==> config.mk <==
export PLATFORM = sky130hd
export DESIGN_NAME = perceptron_seq_flat
export DESIGN_NICKNAME = d
export VERILOG_FILES = /design/src/rtl/perceptron_seq_if.sv /design/src/rtl/perceptron_seq.sv /design/src/flat_wrapper.sv
export SDC_FILE = /design/constraint.sdc
export NUM_CORES = 1
export LEC_CHECK = 0
export ABC_AREA = 1
export CAP_MARGIN = 20
export CORE_UTILIZATION = 39
export CTS_BUF_LIST = sky130_fd_sc_hd__clkbuf_4 sky130_fd_sc_hd__clkbuf_8 sky130_fd_sc_hd__clkbuf_16
export CTS_CLUSTER_DIAMETER = 30
export DETAILED_ROUTE_END_ITERATION = 10
export GPL_ROUTABILITY_DRIVEN = 0
export HOLD_SLACK_MARGIN = 0.08
export PLACE_DENSITY_LB_ADDON = 0.12
export RECOVER_POWER = 25
export REMOVE_ABC_BUFFERS = 1
export SLEW_MARGIN = 15
export SYNTH_ARGS = -nofsm -noshare
export SYNTH_HDL_FRONTEND = slang
export SYNTH_SLANG_ARGS = --single-unit
export TNS_END_PERCENT = 20
==> constraint.sdc <==
create_clock -name clk -period 8.2 [get_ports clk]
set_input_delay 1.64 -clock clk [delete_from_list [all_inputs] [get_ports clk]]
set_output_delay 1.64 -clock clk [all_outputs]
set_load 0.005 [all_outputs]
==> src/rtl/perceptron_seq_if.sv <==
// Bundles the config write port and the input/output streams of perceptron_seq.
// master drives config, inputs and out_ready; slave is the neuron itself.
interface perceptron_seq_if #(
  parameter int N_INPUTS = 4,
  parameter int DATA_W   = 10,
  parameter int ACC_W    = 24
);
  localparam int ADDR_W = $clog2(N_INPUTS + 1);

  logic                       cfg_we;
  logic [ADDR_W-1:0]          cfg_addr;
  logic signed [DATA_W-1:0]   cfg_wdata;
  logic                       in_valid;
  logic                       in_ready;
  logic [N_INPUTS*DATA_W-1:0] in_x;
  logic                       in_train;
  logic                       in_target;
  logic                       out_valid;
  logic                       out_ready;
  logic                       out_y;
  logic signed [ACC_W-1:0]    out_sum;
  logic                       out_updated;

  modport master (
    output cfg_we, cfg_addr, cfg_wdata,
    output in_valid, in_x, in_train, in_target,
    input  in_ready,
    output out_ready,
    input  out_valid, out_y, out_sum, out_updated
  );

  modport slave (
    input  cfg_we, cfg_addr, cfg_wdata,
    input  in_valid, in_x, in_train, in_target,
    output in_ready,
    input  out_ready,
    output out_valid, out_y, out_sum, out_updated
  );
endinterface

==> src/rtl/perceptron_seq.sv <==
// Sequential perceptron: one MAC per cycle over stored weights and bias, with an
// optional in-block perceptron learning step applied one register per cycle.
module perceptron_seq #(
  parameter int N_INPUTS = 4,
  parameter int DATA_W   = 10,
  parameter int ACC_W    = 24,
  parameter int LR_SHIFT = 0
) (
  input logic             clk,
  input logic             rst_n,
  perceptron_seq_if.slave bus
);
  localparam int IDX_W  = $clog2(N_INPUTS + 1);
  localparam int PROD_W = 2 * DATA_W;
  localparam logic [IDX_W-1:0] LAST = IDX_W'(N_INPUTS);
  localparam logic signed [DATA_W-1:0] W_MAX = {1'b0, {(DATA_W-1){1'b1}}};
  localparam logic signed [DATA_W-1:0] W_MIN = {1'b1, {(DATA_W-1){1'b0}}};

  typedef enum logic [1:0] {IDLE, MAC, UPD, OUT} state_t;
  state_t state, state_next;

  // Slot N_INPUTS holds the bias and pairs with a constant input of 1, so the
  // bias term and its learning delta fall out of the same per-slot datapath.
  logic signed [DATA_W-1:0] wreg [N_INPUTS+1];
  logic signed [DATA_W-1:0] xreg [N_INPUTS+1];

  logic [IDX_W-1:0]         idx;
  logic signed [ACC_W-1:0]  acc, acc_next;
  logic signed [PROD_W-1:0] prod;
  logic signed [DATA_W-1:0] delta, upd_val;
  logic [DATA_W:0]          upd_sum;
  logic                     train_q, target_q;
  logic                     last_slot, sum_pos, mispredict, take_in;

  always_comb begin
    last_slot  = (idx == LAST);
    prod       = PROD_W'(wreg[idx]) * PROD_W'(xreg[idx]);
    acc_next   = acc + {{(ACC_W-PROD_W){prod[PROD_W-1]}}, prod};
    sum_pos    = !acc_next[ACC_W-1] && (acc_next != '0);
    mispredict = train_q && (sum_pos != target_q);

    delta   = xreg[idx] >>> LR_SHIFT;
    upd_sum = target_q ? ({wreg[idx][DATA_W-1], wreg[idx]} + {delta[DATA_W-1], delta})
                       : ({wreg[idx][DATA_W-1], wreg[idx]} - {delta[DATA_W-1], delta});
    // One guard bit is enough: differing top bits mean the step left the range.
    if (upd_sum[DATA_W] != upd_sum[DATA_W-1])
      upd_val = upd_sum[DATA_W] ? W_MIN : W_MAX;
    else
      upd_val = upd_sum[DATA_W-1:0];
  end

  always_ff @(posedge clk) begin
    if (!rst_n) state <= IDLE;
    else        state <= state_next;
  end

  always_comb begin
    // NOTE: every output gets a default before the case, so no path can leave one
    // unassigned and infer a latch.
    state_next    = state;
    bus.in_ready  = 1'b0;
    bus.out_valid = 1'b0;
    take_in       = 1'b0;
    case (state)
      IDLE: begin
        bus.in_ready = rst_n && !bus.cfg_we;
        take_in      = rst_n && !bus.cfg_we && bus.in_valid;
        if (take_in) state_next = MAC;
      end
      MAC: if (last_slot) state_next = mispredict ? UPD : OUT;
      UPD: if (last_slot) state_next = OUT;
      OUT: begin
        bus.out_valid = 1'b1;
        if (bus.out_ready) state_next = IDLE;
      end
      default: state_next = IDLE;
    endcase
  end

  always_ff @(posedge clk) begin
    if (!rst_n) begin
      // NOTE: the weight file is reset explicitly because a reset neuron must
      // restart untrained; it is small enough to live in flops, not a RAM macro.
      for (int i = 0; i <= N_INPUTS; i++) begin
        wreg[i] <= '0;
        xreg[i] <= '0;
      end
      idx             <= '0;
      acc             <= '0;
      train_q         <= 1'b0;
      target_q        <= 1'b0;
      bus.out_y       <= 1'b0;
      bus.out_sum     <= '0;
      bus.out_updated <= 1'b0;
    end else begin
      // NOTE: state is updated with <= only, so every flop samples pre-edge values
      // regardless of statement order.
      case (state)
        IDLE: begin
          if (bus.cfg_we) begin
            if (bus.cfg_addr <= LAST) wreg[bus.cfg_addr] <= bus.cfg_wdata;
          end else if (take_in) begin
            for (int i = 0; i < N_INPUTS; i++)
              xreg[i] <= bus.in_x[i*DATA_W +: DATA_W];
            xreg[N_INPUTS]  <= DATA_W'(1);
            train_q         <= bus.in_train;
            target_q        <= bus.in_target;
            acc             <= '0;
            idx             <= '0;
            bus.out_updated <= 1'b0;
          end
        end
        MAC: begin
          acc <= acc_next;
          if (last_slot) begin
            bus.out_sum     <= acc_next;
            bus.out_y       <= sum_pos;
            bus.out_updated <= mispredict;
            idx             <= '0;
          end else begin
            idx <= idx + 1'b1;
          end
        end
        UPD: begin
          wreg[idx] <= upd_val;
          idx       <= idx + 1'b1;
        end
        default: ;
      endcase
    end
  end
endmodule

==> src/flat_wrapper.sv <==
// flat-port wrapper written by rule: the top's interface ports become plain ports
module perceptron_seq_flat 
#(
  parameter int N_INPUTS = 4,
  parameter int DATA_W   = 10,
  parameter int ACC_W    = 24,
  parameter int LR_SHIFT = 0
)
  (clk, rst_n, bus_cfg_we, bus_cfg_addr, bus_cfg_wdata, bus_in_valid, bus_in_x, bus_in_train, bus_in_target, bus_in_ready, bus_out_ready, bus_out_valid, bus_out_y, bus_out_sum, bus_out_updated);
  perceptron_seq_if #(.N_INPUTS(N_INPUTS), .DATA_W(DATA_W), .ACC_W(ACC_W)) bus_i ();
  input logic clk;
  input logic rst_n;
  input wire logic [$bits(bus_i.cfg_we)-1:0] bus_cfg_we;
  input wire logic [$bits(bus_i.cfg_addr)-1:0] bus_cfg_addr;
  input wire logic [$bits(bus_i.cfg_wdata)-1:0] bus_cfg_wdata;
  input wire logic [$bits(bus_i.in_valid)-1:0] bus_in_valid;
  input wire logic [$bits(bus_i.in_x)-1:0] bus_in_x;
  input wire logic [$bits(bus_i.in_train)-1:0] bus_in_train;
  input wire logic [$bits(bus_i.in_target)-1:0] bus_in_target;
  output wire logic [$bits(bus_i.in_ready)-1:0] bus_in_ready;
  input wire logic [$bits(bus_i.out_ready)-1:0] bus_out_ready;
  output wire logic [$bits(bus_i.out_valid)-1:0] bus_out_valid;
  output wire logic [$bits(bus_i.out_y)-1:0] bus_out_y;
  output wire logic [$bits(bus_i.out_sum)-1:0] bus_out_sum;
  output wire logic [$bits(bus_i.out_updated)-1:0] bus_out_updated;
  assign bus_i.cfg_we = bus_cfg_we;
  assign bus_i.cfg_addr = bus_cfg_addr;
  assign bus_i.cfg_wdata = bus_cfg_wdata;
  assign bus_i.in_valid = bus_in_valid;
  assign bus_i.in_x = bus_in_x;
  assign bus_i.in_train = bus_in_train;
  assign bus_i.in_target = bus_in_target;
  assign bus_in_ready = bus_i.in_ready;
  assign bus_i.out_ready = bus_out_ready;
  assign bus_out_valid = bus_i.out_valid;
  assign bus_out_y = bus_i.out_y;
  assign bus_out_sum = bus_i.out_sum;
  assign bus_out_updated = bus_i.out_updated;
  perceptron_seq #(.N_INPUTS(N_INPUTS), .DATA_W(DATA_W), .ACC_W(ACC_W), .LR_SHIFT(LR_SHIFT)) u_core (.clk(clk), .rst_n(rst_n), .bus(bus_i));
endmodule
==> results of run 1 <==
## synth_stat cells (4+ instances only)
| library cell | number | share of area (%) |
|---|---|---|
| o211ai_1 | 17 | 0.89 |
| nand3b_1 | 8 | 0.42 |
| nand2_2 | 10 | 0.44 |
| buf_6 | 5 | 0.39 |
| o21bai_1 | 10 | 0.52 |
| o21ai_0 | 79 | 2.8 |
| inv_2 | 4 | 0.10 |
| a21oi_1 | 95 | 3.3 |
| clkbuf_1 | 39 | 1.0 |
| nand2_1 | 404 | 11 |
| or2_2 | 12 | 0.52 |
| nor3_1 | 7 | 0.24 |
| ha_1 | 92 | 8.0 |
| buf_2 | 6 | 0.21 |
| o21ai_1 | 5 | 0.17 |
| nand3_1 | 54 | 1.9 |
| clkinv_1 | 7 | 0.18 |
| nor2_1 | 243 | 6.4 |
| fa_1 | 93 | 13 |
| dfxtp_1 | 60 | 8.4 |
| nor2_2 | 7 | 0.31 |
| nand4_1 | 13 | 0.57 |
| xnor2_1 | 11 | 0.67 |
| o22ai_1 | 17 | 0.74 |
| a32o_1 | 9 | 0.63 |
| edfxtp_1 | 121 | 25 |
| inv_1 | 334 | 8.8 |
| xor2_1 | 31 | 1.9 |
## flip-flops by register name, summed over array words and instances (netlist names), named ones only
signal                  count
u_core.train_q              1
u_core.acc                 24
u_core.state                2
u_core.wreg                80
u_core.idx                  3
u_core.bus.out_y            1
u_core.bus.out_sum         24
u_core.xreg                41
u_core.bus.out_updated      1
u_core.target_q             1
## stage by stage
| stage | utilization (%) | worst slack, ps | instance area, sq um | std cells |
|---|---|---|---|---|
| 2_1_floorplan | - | -126 | 14100 | 1768 |
| 3_5_place_dp | 44.8 | 7.61 | 16100 | 2378 |
| 3_3_place_gp | 44.8 | 122 | 16100 | 2378 |
| 6_report | 48.6 | 438 | 17400 | 2441 |
| 5_1_grt | 48.6 | -97.6 | 17400 | 2441 |
| 4_1_cts | 46.6 | 50.4 | 16700 | 2410 |
## routing by layer
| layer | GRT usage [%] | part of all wire, % | routed length [um] | vias to the layer above |
|---|---|---|---|---|
| met3 | 3.24 | 5.1 | 2100 | 47 |
| li1 | - | - | - | 6029 |
| met1 | 30.9 | 48 | 19600 | 5836 |
| met5 | 0 | 0 | 0 | - |
| met2 | 35.7 | 45 | 18700 | 324 |
| met4 | 6.10 | 2.1 | 874 | 0 |
## area by class of cell
type / count / area [sq um] / area share, %
clock inverter: 15 / 225 / 1.29
clock buffer: 17 / 425 / 2.44
inverter: 346 / 1320 / 7.59
timing repair buffer: 180 / 1730 / 9.93
multi-input combinational: 1241 / 8310 / 47.7
tap: 461 / 577 / 3.31
sequential: 181 / 4840 / 27.8
## logic make-up after synthesis
| group | after synthesis |
|---|---|
| compound gates | 248 |
| xor+xnor | 43 |
| fa+ha+maj | 185 |
| buf+inv | 397 |
| flops | 181 |
| simple gates | 765 |
## repair_timing
item,4_1_cts,5_1_grt
gates resized for setup,2,119
setup endpoints to repair,1,7
buffers inserted,0,24
pin swaps,0,40
endpoints found under the hold margin,0,0
hold buffers,0,0
gates cloned,0,7
## worst min path at each step
| stage | endpoint | slack, ps | from |
|---|---|---|---|
| 5_1_grt | u_core.acc[13] | 500 | u_core.acc[13] |
| 3_3_place_gp | u_core.acc[11] | 460 | u_core.acc[11] |
| 6_report | u_core.acc[11] | 470 | u_core.acc[11] |
| 3_5_place_dp | u_core.acc[13] | 460 | u_core.acc[13] |
| 2_1_floorplan | u_core.acc[5] | 450 | u_core.acc[5] |
| 4_1_cts | u_core.acc[13] | 470 | u_core.acc[13] |
## tightest hold or removal path, delay by kind of cell (launching register included)
family | cells | cell delay [ps]
compound gates | 1 | 50
flops | 1 | 320
simple gates | 1 | 60
==> impl_metrics.env, run 1 <==
export IMPL_synth_xor_area_share_pct=2.68
export IMPL_synth_edff_count=121
export IMPL_grt_overflow_total=0
export IMPL_wirelength_um=41300
export IMPL_fillers=3496
export IMPL_slowest_stage="fa_1"
export IMPL_floorplan_rows=69
export IMPL_arrival_ps=8150
export IMPL_synth_top_family_by_area="simple AND/OR/NAND/NOR gates"
export IMPL_synth_adder_area_share_pct=21.0
export IMPL_ys_ff_latch=181
export IMPL_final_common_cell="nand2_1"
export IMPL_async_reset_ff_share_pct=0
export IMPL_num_antenna_cells=0
export IMPL_max_freq_ghz=0.129
export IMPL_chipHeight_um=194
export IMPL_synth_area_mux_share_pct=0
export IMPL_drv_cap=2
export IMPL_synthesis_area_sq_mm=0.0143
export IMPL_vias=12236
export IMPL_wl_per_cell_um=16.9
export IMPL_worstPathRequired_ps=8580
export IMPL_drt_iter0_drc=828
export IMPL_die_w_um=194
export IMPL_violations="capacitance limit, slew limit"
export IMPL_syn_area_per_cell_sq_um=7.88
export IMPL_h_tree_depth=4
export IMPL_synth_top_flop_cell="edfxtp_1"
export IMPL_synth_compound_area_share_pct=9.98
export IMPL_cts_tree="built"
export IMPL_num_nets_final=2212
export IMPL_worstMarginPinSlew_ps=2090
export IMPL_start_util_pct=40.0
export IMPL_die_area_sq_mm=0.0375
export IMPL_slowest_delay_ps=580
export IMPL_finalSetupTns_ps=0
export IMPL_grt_max_degree=46
export IMPL_hp_class="reg -> reg"
export IMPL_route_detailed_drc=0
export IMPL_coreArea_sq_mm=0.0358
export IMPL_clockBufferDepth=2
export IMPL_yosysWarnings=0
export IMPL_dr_pass1_iters=5
export IMPL_worstPathBufferInverterCount=10
export IMPL_reg2regPathDepth=49
export IMPL_cp_top_family="adder cells"
export IMPL_critPathLaunchType="flop"
export IMPL_cp_endpoint="u_core.state[0]"
export IMPL_seq_area_frac_synth_pct=33.7
export IMPL_reg2reg_to="u_core.state[0]"
export IMPL_numCtsBuffers=17
export IMPL_yosys_area_share_simple_pct=21.8
export IMPL_crit_path_max_fanout=9
export IMPL_final_cell_mix="391 x nand2_1, 326 x inv_1, 234 x nor2_1"
export IMPL_cts_sinks=181
export IMPL_final_hold_violation_count=0
export IMPL_io_pins=88
export IMPL_root_buffer="clkbuf_16"
export IMPL_grt_pass1_vias=12192
export IMPL_cp_common_cell="nand2_1"
export IMPL_worst_setup_path_end_kind="flop"
export IMPL_holdPathStages=2
export IMPL_fin_worst_skew_ps=14.0
export IMPL_syn2layout_area_growth_pct=21.7
export IMPL_clkTransAtPathRegs_ps=70
export IMPL_antenna_found_initial=0
export IMPL_fin_crit_ps=7760
export IMPL_period_share_pct=94.7
export IMPL_vias_per_cell=5.01
export IMPL_port_buffers=87
export IMPL_setup_violations=0
export IMPL_drv_slew=85
export IMPL_worstSetupPathType="reg -> reg"
export IMPL_relSlewSlack_pct=-39.4
export IMPL_clock_latency_ps=450
export IMPL_synth_cells=1819
export IMPL_grt_pass1_wl_um=65000
export IMPL_reg2reg_setup_slack_ps=440
export IMPL_synth_cell_types=47
export IMPL_cp_num_cells=49
export IMPL_grt_use_total_pct=22.1
export IMPL_hpwl_um=31500
export IMPL_status="finished, violations left"
export IMPL_drive_gt1_share_pct=12.6
export IMPL_ant_nets=0
export IMPL_hold_ws_ps=473
Power of run 1 is left out: the tool's default activity adds up to more than one toggle a clock period on the data nets, which glitch-free logic cannot reach.
==> run 2, diff against run 1 <==
Settings changed: ABC_AREA 1 to 0, SLEW_MARGIN 15 to 10.
==> run 2 against run 1 <==
The flow now finishes without violations. Global-route usage shrank 2.7 points. Synthesized cell count shrank 26%. Fmax shrank 5.2%. Area after synthesis shrank 4.6%. Flip-flop and latch count is the same. Count of clock-buffer cells in the layout grew 9. Utilization grew 0.87 points. Cell area shrank 1.9%. First-iteration DRC count shrank 49%. Critical path depth shrank 20.
==> impl_metrics.env, run 2 <==
export IMPL_hpwl_um=26800
export IMPL_slowest_delay_ps=600
export IMPL_fillers=3264
export IMPL_synth_cell_types=75
export IMPL_num_nets_final=1821
export IMPL_clkTransAtPathRegs_ps=70
export IMPL_cts_sinks=181
export IMPL_die_w_um=189
export IMPL_wirelength_um=33800
export IMPL_dr_pass1_iters=4
export IMPL_clock_latency_ps=450
export IMPL_status="complete, no violations"
export IMPL_rsz0062_at_grt="yes"
export IMPL_vias=10123
export IMPL_port_buffers=87
export IMPL_synth_cells=1354
export IMPL_synthesis_area_sq_mm=0.0137
export IMPL_ys_top_cells_by_area="edfxtp_1 27%, fa_1 14%, dfxtp_1 8.8%"
export IMPL_max_freq_ghz=0.122
export IMPL_crit_path_max_fanout=6
export IMPL_worstSetupPathType="reg -> reg"
export IMPL_fin_cells=2044
export IMPL_ant_nets=0
export IMPL_dp_worst_setup_slack_ps=-406
export IMPL_synth_edff_count=121
export IMPL_dp_cells=1990
export IMPL_start_util_pct=39.6
export IMPL_clockBufferDepth=2
export IMPL_io_pins=88
export IMPL_critPathLaunchType="flop"
export IMPL_vias_per_cell=4.95
export IMPL_syn_area_per_cell_sq_um=10.1
export IMPL_cp_top_family="adder cells"
export IMPL_final_hold_violation_count=0
export IMPL_worstPathBufferInverterCount=7
export IMPL_final_cell_mix="154 x inv_1, 154 x buf_4, 133 x nand2_1"
export IMPL_drv_cap=0
export IMPL_largestRegisters="u_core.wreg: 80 flops, u_core.xreg: 41 flops"
export IMPL_route_detailed_drc=0
export IMPL_fin_crit_ps=8190
export IMPL_relSlewSlack_pct=7.84
export IMPL_multiInputGateArea_sq_mm=0.00829
export IMPL_worstPathRequired_ps=8530
export IMPL_synth_common_cells="165 x inv_1, 141 x nand2_1, 121 x edfxtp_1"
export IMPL_worstMarginPinSlew_ps=1380
export IMPL_cp_common_cell="fa_1"
export IMPL_antenna_found_initial=0
export IMPL_synth_top_area_cell="edfxtp_1"
export IMPL_die_area_sq_mm=0.0358
export IMPL_syn2layout_area_growth_pct=25.1
export IMPL_setup_violations=0
export IMPL_worst_setup_path_end_kind="flop"
export IMPL_h_tree_depth=4
export IMPL_ff_latch_area_sq_mm=0.00484
export IMPL_wl_per_cell_um=16.5
export IMPL_grt_pass1_vias=10212
export IMPL_cts_tree="built"
export IMPL_num_antenna_cells=0
export IMPL_async_reset_ff_share_pct=0
export IMPL_period_share_pct=99.8
export IMPL_synth_top_area_share_pct=26.6
export IMPL_largest_register_ffs=80
export IMPL_regMostFlops="u_core.wreg"
export IMPL_fin_worst_skew_ps=18.8
export IMPL_slowest_stage="mux4_2"
export IMPL_grt_use_total_pct=19.4
export IMPL_chipHeight_um=189
export IMPL_fin_util_pct=49.5
export IMPL_grt_overflow_total=0
export IMPL_worst_slack_ps=12.8
export IMPL_coreArea_sq_mm=0.0345
export IMPL_drive_gt1_share_pct=19.5
export IMPL_synth_top_flop_cell="edfxtp_1"
export IMPL_drt_iter0_drc=426
export IMPL_floorplan_rows=68
export IMPL_yosysMostFrequentCell="inv_1"
export IMPL_numCtsBuffers=17
export IMPL_seq_area_frac_synth_pct=35.4
export IMPL_drv_slew=0
export IMPL_grt_max_degree=45
export IMPL_hp_class="reg -> reg"
export IMPL_root_buffer="clkbuf_16"
export IMPL_ys_ff_latch=181
export IMPL_grt_pass1_wl_um=53400
export IMPL_arrival_ps=8520
export IMPL_yosysWarnings=0
export IMPL_hold_buffers=0
-- run 2: tightest hold or removal path, cell delays in order, from the launching register on --
cell      delay [ps]
dfxtp_1          310
nand2_1           40
a21boi_0          60
-- run 2: stage by stage --
| stage | hold WS (ps) | setup TNS, ps | cell area, sq um |
|---|---|---|---|
| final | 459 | 0 | 17100 |
| after CTS | 464 | -240 | 16700 |
| after floorplan | 436 | -4710 | 13400 |
| after detailed placement | 455 | -1200 | 16000 |
| after global routing | 486 | -896 | 17100 |
| after global placement | 453 | -775 | 16000 |
-- run 2: path summary, 6_finish.rpt --
path | start | to | slack (ps) | cells after the start
max | flop | u_core.bus.out_updated | 10 | 29
min | u_core.bus.out_sum[13] | u_core.bus.out_sum[13] | 460 | 2
max reg2reg | flop | u_core.bus.out_updated | 10 | 29
min reg2reg | u_core.bus.out_sum[13] | u_core.bus.out_sum[13] | 460 | 2
-- run 2: cell type report --
type | instances | area share, %
multi-input cells | 956 | 48.5
flip-flops and latches | 181 | 28.3
repair buffers | 255 | 12.8
inverters | 165 | 3.62
well taps | 455 | 3.33
clock buffers | 26 | 3.26
clock inverters | 6 | 0.219
-- run 2: per-layer routing --
metal / up-vias / track usage (%) / routed length [um]
li1: 5019 / - / -
met1: 4859 / 24.6 / 15100
met2: 197 / 33.5 / 16700
met3: 48 / 2.87 / 1060
met4: 0 / 6.89 / 817
met5: - / 0 / 0
-- run 2: timing repair --
| action | in CTS | in global routing |
|---|---|---|
| pin swaps | 12 | 58 |
| setup endpoints to repair | 5 | 5 |
| cloned | 0 | 1 |
| resized for setup | 32 | 55 |
| buffers inserted | 2 | 20 |
-- run 2: kinds of logic (layout without fill, tap and decap cells) --
kind of cell	after synthesis	after routing	synth area share (%)
buffers and inverters	217	452	6.16
muxes	48	48	5.88
DFF	181	181	35.4
and+or+nand+nor	431	431	15.0
adders and majority gates	190	190	22.4
AOI/OAI and AO/OA	223	223	11.0
xor gates and xnor gates	64	64	4.21
Power of run 2 is left out for the same reason.
==> run 3, diff against run 2 <==
Settings changed: CORE_MARGIN from default to 10.
==> run 3 against run 2 <==
The run now ends with capacitance limit, slew limit, setup timing left. Fmax is 1.9% lower. Setup slack got worse by 160 ps. Utilization grew 0.89 points. Routed wire length is 6.0% higher. Non-clock buffer count is 15 higher. First-iteration DRC count is 16% higher. Flip-flop and latch count is the same. Count of clock-buffer cells in the layout down 5. Cell count increased by 0.73%. Register-to-register slack got worse by 160 ps. Critical endpoint unchanged. Highest routed layer unchanged.
==> impl_metrics.env, run 3 (synthesized netlist as in run 2, its figures left out) <==
export IMPL_vias_per_cell=4.97
export IMPL_place_area_sq_mm=0.0160
export IMPL_multiInputGateArea_sq_mm=0.00844
export IMPL_coreArea_sq_mm=0.0345
export IMPL_busiest_layer="met2"
export IMPL_holdPathStages=2
export IMPL_period_share_pct=102
export IMPL_worst_slack_ps=-148
export IMPL_worstSetupPathType="reg -> reg"
export IMPL_ff_latch_area_sq_mm=0.00484
export IMPL_dp_cells=1991
export IMPL_final_common_cell="buf_4"
export IMPL_fillers=3247
export IMPL_wl_per_cell_um=17.4
export IMPL_clock_latency_ps=470
export IMPL_grt_pass1_wl_um=56300
export IMPL_die_area_sq_mm=0.0429
export IMPL_route_detailed_drc=0
export IMPL_worstPathRequired_ps=8540
export IMPL_crit_path_max_fanout=7
export IMPL_arrival_ps=8690
export IMPL_max_freq_ghz=0.120
export IMPL_whs_endpoint="u_core.bus.out_sum[1]"
export IMPL_drv_slew=68
export IMPL_wirelength_um=35800
export IMPL_largestRegisters="u_core.wreg: 80 flops, u_core.xreg: 41 flops"
export IMPL_drv_cap=1
export IMPL_root_buffer="clkbuf_16"
export IMPL_violations="capacitance limit, slew limit, setup timing"
export IMPL_reg2reg_to="u_core.bus.out_updated"
export IMPL_final_hold_violation_count=0
export IMPL_largest_register_ffs=80
export IMPL_antenna_found_initial=1
export IMPL_start_util_pct=39.6
export IMPL_cp_common_cell="fa_1"
export IMPL_io_pins=88
export IMPL_reg2regPathDepth=29
export IMPL_grt_overflow_total=0
export IMPL_hpwl_um=28100
export IMPL_grt_use_total_pct=16.3
export IMPL_grt_pass1_vias=10591
export IMPL_cts_tree="built"
export IMPL_fin_area_sq_mm=0.0174
export IMPL_use_met3_pct=2.63
export IMPL_slowest_delay_ps=540
export IMPL_critPathLaunchType="flop"
export IMPL_vias=10230
export IMPL_grt_max_degree=68
export IMPL_reg2reg_setup_slack_ps=-150
export IMPL_cts_sinks=181
export IMPL_hold_start="u_core.bus.out_sum[1]"
export IMPL_status="finished, violations left"
export IMPL_met2_usage_pct=28.3
export IMPL_dr_pass1_iters=4
export IMPL_rsz0062_at_grt="yes"
export IMPL_relSlewSlack_pct=-91.4
export IMPL_num_antenna_cells=0
export IMPL_drive_gt1_share_pct=21.8
export IMPL_syn2layout_area_growth_pct=27.4
export IMPL_fin_cells=2059
export IMPL_dp_worst_setup_slack_ps=-449
export IMPL_clockBufferDepth=2
export IMPL_h_tree_depth=4
export IMPL_hp_class="reg -> reg"
export IMPL_port_buffers=87
export IMPL_drt_iter0_drc=496
export IMPL_floorplan_rows=68
export IMPL_use_met1_pct=20.1
export IMPL_slowest_stage="fa_1"
export IMPL_num_nets_final=1836
export IMPL_ant_nets=0
export IMPL_setup_violations=3
export IMPL_regMostFlops="u_core.wreg"
export IMPL_fin_crit_ps=8350
export IMPL_hold_buffers=0
export IMPL_die_w_um=207
export IMPL_numCtsBuffers=17
export IMPL_final_cell_mix="163 x buf_4, 146 x inv_1, 128 x nand2_1"
export IMPL_chipHeight_um=207
export IMPL_worstMarginPinSlew_ps=2870
export IMPL_fin_worst_skew_ps=25.5
export IMPL_worst_setup_path_end_kind="flop"
export IMPL_clkTransAtPathRegs_ps=70
## run 3: changes by cell type in the layout (fill, tap and decap cells not counted), moves of 4 or more
| cell | change |
|---|---|
| ha_4 | +4 |
| ha_1 | -5 |
| nand2_1 | -5 |
| nand2_2 | +4 |
| clkbuf_16 | -4 |
| inv_2 | +7 |
| inv_1 | -8 |
| buf_12 | +5 |
| buf_4 | +9 |
## run 3: how the worst max path moves through the flow
| stage | from | endpoint | slack, ps | cells past startpoint |
|---|---|---|---|---|
| after detailed placement | flop | u_core.state[0] | -450 | 30 |
| after global routing | flop | u_core.state[0] | -450 | 30 |
| final | flop | u_core.bus.out_updated | -150 | 29 |
| after floorplan | flop | u_core.state[0] | -1080 | 31 |
| after CTS | flop | u_core.state[0] | -140 | 29 |
| after global placement | flop | u_core.bus.out_y | -400 | 35 |
## run 3: layer usage
layer,share of wire (%),vias to the layer above
met5,0,-
met4,2.0,0
met3,2.9,42
met2,50,166
met1,45,4974
li1,-,5048
## run 3: repair_timing
action | CTS | global route
gates resized for setup | 31 | 88
setup endpoints to repair | 5 | 5
pin swaps | 26 | 62
setup buffers | 17 | 21
## run 3: metrics by stage
step	hold slack, ps	utilization [%]	setup TNS (ps)
after floorplan	436	-	-4710
after global placement	453	46.4	-1540
after detailed placement	457	46.4	-1690
after CTS	467	48.9	-325
after global routing	487	50.4	-1440
final	462	50.4	-420
## run 3: critical path, delay by kind of cell (launching register included)
kind | cells | cell delay [ps]
simple gates | 6 | 1470
xor+xnor | 3 | 480
buf+inv | 6 | 600
compound gates | 6 | 1790
flops | 1 | 390
fa+ha+maj | 7 | 2990
mux | 1 | 520
## run 3: cell type report
class | count | area share (%)
multi-input cells | 956 | 48.4
flip-flops and latches | 181 | 27.8
repair buffers | 270 | 13.6
inverters | 165 | 3.56
well taps | 455 | 3.27
clock buffers | 21 | 2.62
clock inverters | 11 | 0.726
Power of run 3 is left out for the same reason.
==> edit: new RTL, flow settings as in run 2 <==
`ACC_W` is set to 24 in 3 places; all go to 48.
--- a/src/rtl/perceptron_seq_if.sv
+++ b/src/rtl/perceptron_seq_if.sv
@@ -5,3 +5,3 @@
   parameter int DATA_W   = 10,
-  parameter int ACC_W    = 24
+  parameter int ACC_W    = 48
 );
--- a/src/rtl/perceptron_seq.sv
+++ b/src/rtl/perceptron_seq.sv
@@ -5,3 +5,3 @@
   parameter int DATA_W   = 10,
-  parameter int ACC_W    = 24,
+  parameter int ACC_W    = 48,
   parameter int LR_SHIFT = 0
--- a/src/flat_wrapper.sv
+++ b/src/flat_wrapper.sv
@@ -5,3 +5,3 @@
   parameter int DATA_W   = 10,
-  parameter int ACC_W    = 24,
+  parameter int ACC_W    = 48,
   parameter int LR_SHIFT = 0
Interface: changed (resized bus_out_sum); port bits go from 88 to 112. No check against the original RTL was run, so the function may have changed too.
==> edit against run 2 <==
  * The run now ends with setup timing left
  * Design area rose by 47%
  * Non-clock buffer count up 265
  * First-iteration DRC count rose by 86%
  * Synthesized area up 27%
  * Synthesized cell count increased by 37%
  * Worst setup slack got worse by 1000 ps
  * Count of clock-buffer cells in the layout up 33
  * Via count rose by 49%
  * Sequential cell count is 48 higher
  * Wire length increased by 48%
  * Critical path type unchanged
  * Highest routed layer unchanged
Power is not shown: default switching activity piles up to over one toggle a cycle in this logic, so the estimate is an artifact.
==> edit: results (changes against run 2) <==
Final Worst Setup Slack: -991.5 ps (was 12.84 ps)
Detailed Place HPWL: 38380 um (was 26810 um)
setup violators final: 24 (was 0)
leading cell types by count after synthesis: nand2_1 (244), inv_1 (175), nor2_1 (162) (was inv_1 (165), nand2_1 (141), edfxtp_1 (121))
vias: 15120 (was 10120)
total track usage: 22.43% (was 19.38%)
slowest stage cell, crit path: mux4_2 (unchanged)
Slew headroom: 29.65% (was 7.837%)
failing checks: setup timing
clock tree buffer depth: 3 (was 2)
layout cells sized above 1: 30.44% (was 19.51%)
htree depth: 2 (was 4)
number of port buffers: 111 (was 87)
global-route wire length before repair: 79830 um (was 53430 um)
Synth cell types: 82 (was 75)
drt first pass iters: 5 (was 4)
hold buffer count at CTS: 0 (unchanged)
outcome: finished with violations (was finished clean)
per-cell routed wire length: 16.83 um (was 16.52 um)
vias in the first global route: 15800 (was 10210)
ANT cells: 0 (unchanged)
Yosys warning count: 0 (unchanged)
initial antenna violation count: 0 (unchanged)
FILL cells: 3783 (was 3264)
Hold WC Path Type: reg2reg (unchanged)
later-pin clock latency in the skew report: 590 ps (was 450 ps)
total CTS buffers: 48 (was 17)
post-synthesis sequential area ratio: 33.42% (was 35.37%)
CP Data Arrival Time: 9720 ps (was 8520 ps)
top_reg_cell synth: edfxtp_1 (unchanged)
ys async rst share: 0% (unchanged)
clock-pin slew on the worst setup and hold paths: 50 ps (was 70 ps)
largest net degree at the start of global routing: 109 (was 45)
EDFF count, synth: 121 (unchanged)
crit path max fanout: 6 (unchanged)
root buffer cell: clkbuf_16 (unchanged)
synth top area cells: edfxtp_1 (21%), dfxtp_1 (12%), fa_1 (11%) (was edfxtp_1 (27%), fa_1 (14%), dfxtp_1 (8.8%))
Initial DRC Count: 791 (was 426)
crit-path max cell delay: 570 ps (was 600 ps)
Top Registers: u_core.wreg: 80 flops, u_core.acc: 48 flops, u_core.bus.out_sum: 48 flops (was u_core.wreg: 80 flops, u_core.xreg: 41 flops)
Worst Skew: 20.81 ps (was 18.85 ps)
Biggest register: u_core.wreg (unchanged)
Layout Nets: 2625 (was 1821)
-- edit: layout make-up --
| cell class | count | area, um^2 | area share [%] |
|---|---|---|---|
| multi-input combinational | 1375 | 11890 | 47.28 |
| clock buffer | 59 | 1309 | 5.206 |
| sequential | 229 | 5803 | 23.08 |
| tap | 585 | 732.0 | 2.911 |
| inverter | 176 | 663.1 | 2.638 |
| timing repair buffer | 520 | 4420 | 17.58 |
| clock inverter | 29 | 327.8 | 1.304 |
-- edit: path summary, 6_finish.rpt --
check	slack, ps	endpoint	cells past startpoint	startpoint
setup / recovery	-990	u_core.state[0]	40	flop
hold / removal	450	u_core.bus.out_sum[42]	2	u_core.bus.out_sum[42]
setup reg to reg	-990	u_core.state[0]	40	flop
hold reg to reg	450	u_core.bus.out_sum[42]	2	u_core.bus.out_sum[42]
-- edit: kinds of logic after synthesis --
family	Yosys count	share of synthesized area [%]
compound gates	397	15.76
mux	38	4.170
flops	229	33.42
simple gates	651	17.72
xor+xnor	74	3.816
buf+inv	257	5.584
fa+ha+maj	215	19.54
-- edit: repair_timing --
| action | CTS | global route |
|---|---|---|
| pin swaps | 90 | 66 |
| setup endpoints to repair | 57 | 63 |
| resized for setup | 195 | 89 |
| gates cloned | 1 | 1 |
| buffers inserted | 37 | 13 |
-- edit: routing by layer --
| metal | wire, um | vias to the layer above | share of wire [%] | track usage [%] |
|---|---|---|---|---|
| li1 | - | 7423 | - | - |
| met3 | 1754 | 96 | 3.5 | 2.721 |
| met4 | 1510 | 0 | 3.0 | 7.889 |
| met1 | 20710 | 7274 | 41 | 26.04 |
| met2 | 26070 | 327 | 52 | 42.03 |
| met5 | 0 | - | 0 | 0 |
-- edit: worst max-delay path: cells and delay by family (launching register included) --
kind / cells / cell delay, ps
XOR/XNOR: 2 / 360
multiplexers: 1 / 570
flip-flops: 1 / 390
AO/OA/AOI/OAI: 9 / 1710
AND/OR/NAND/NOR: 10 / 1920
buffers and inverters: 11 / 1270
adder cells (fa/ha/maj): 7 / 2920
-- edit: stage by stage --
stage / setup WS, ps / cells / cell area, um^2 / setup TNS, ps
after floorplan: -3475 / 1780 / 17040 / -140660
after global placement: -1529 / 2832 / 21610 / -24780
after detailed placement: -1692 / 2832 / 21610 / -31270
after CTS: -979.2 / 2958 / 24550 / -8461
after global routing: -1317 / 2973 / 25140 / -21020
final: -991.5 / 2973 / 25140 / -7491
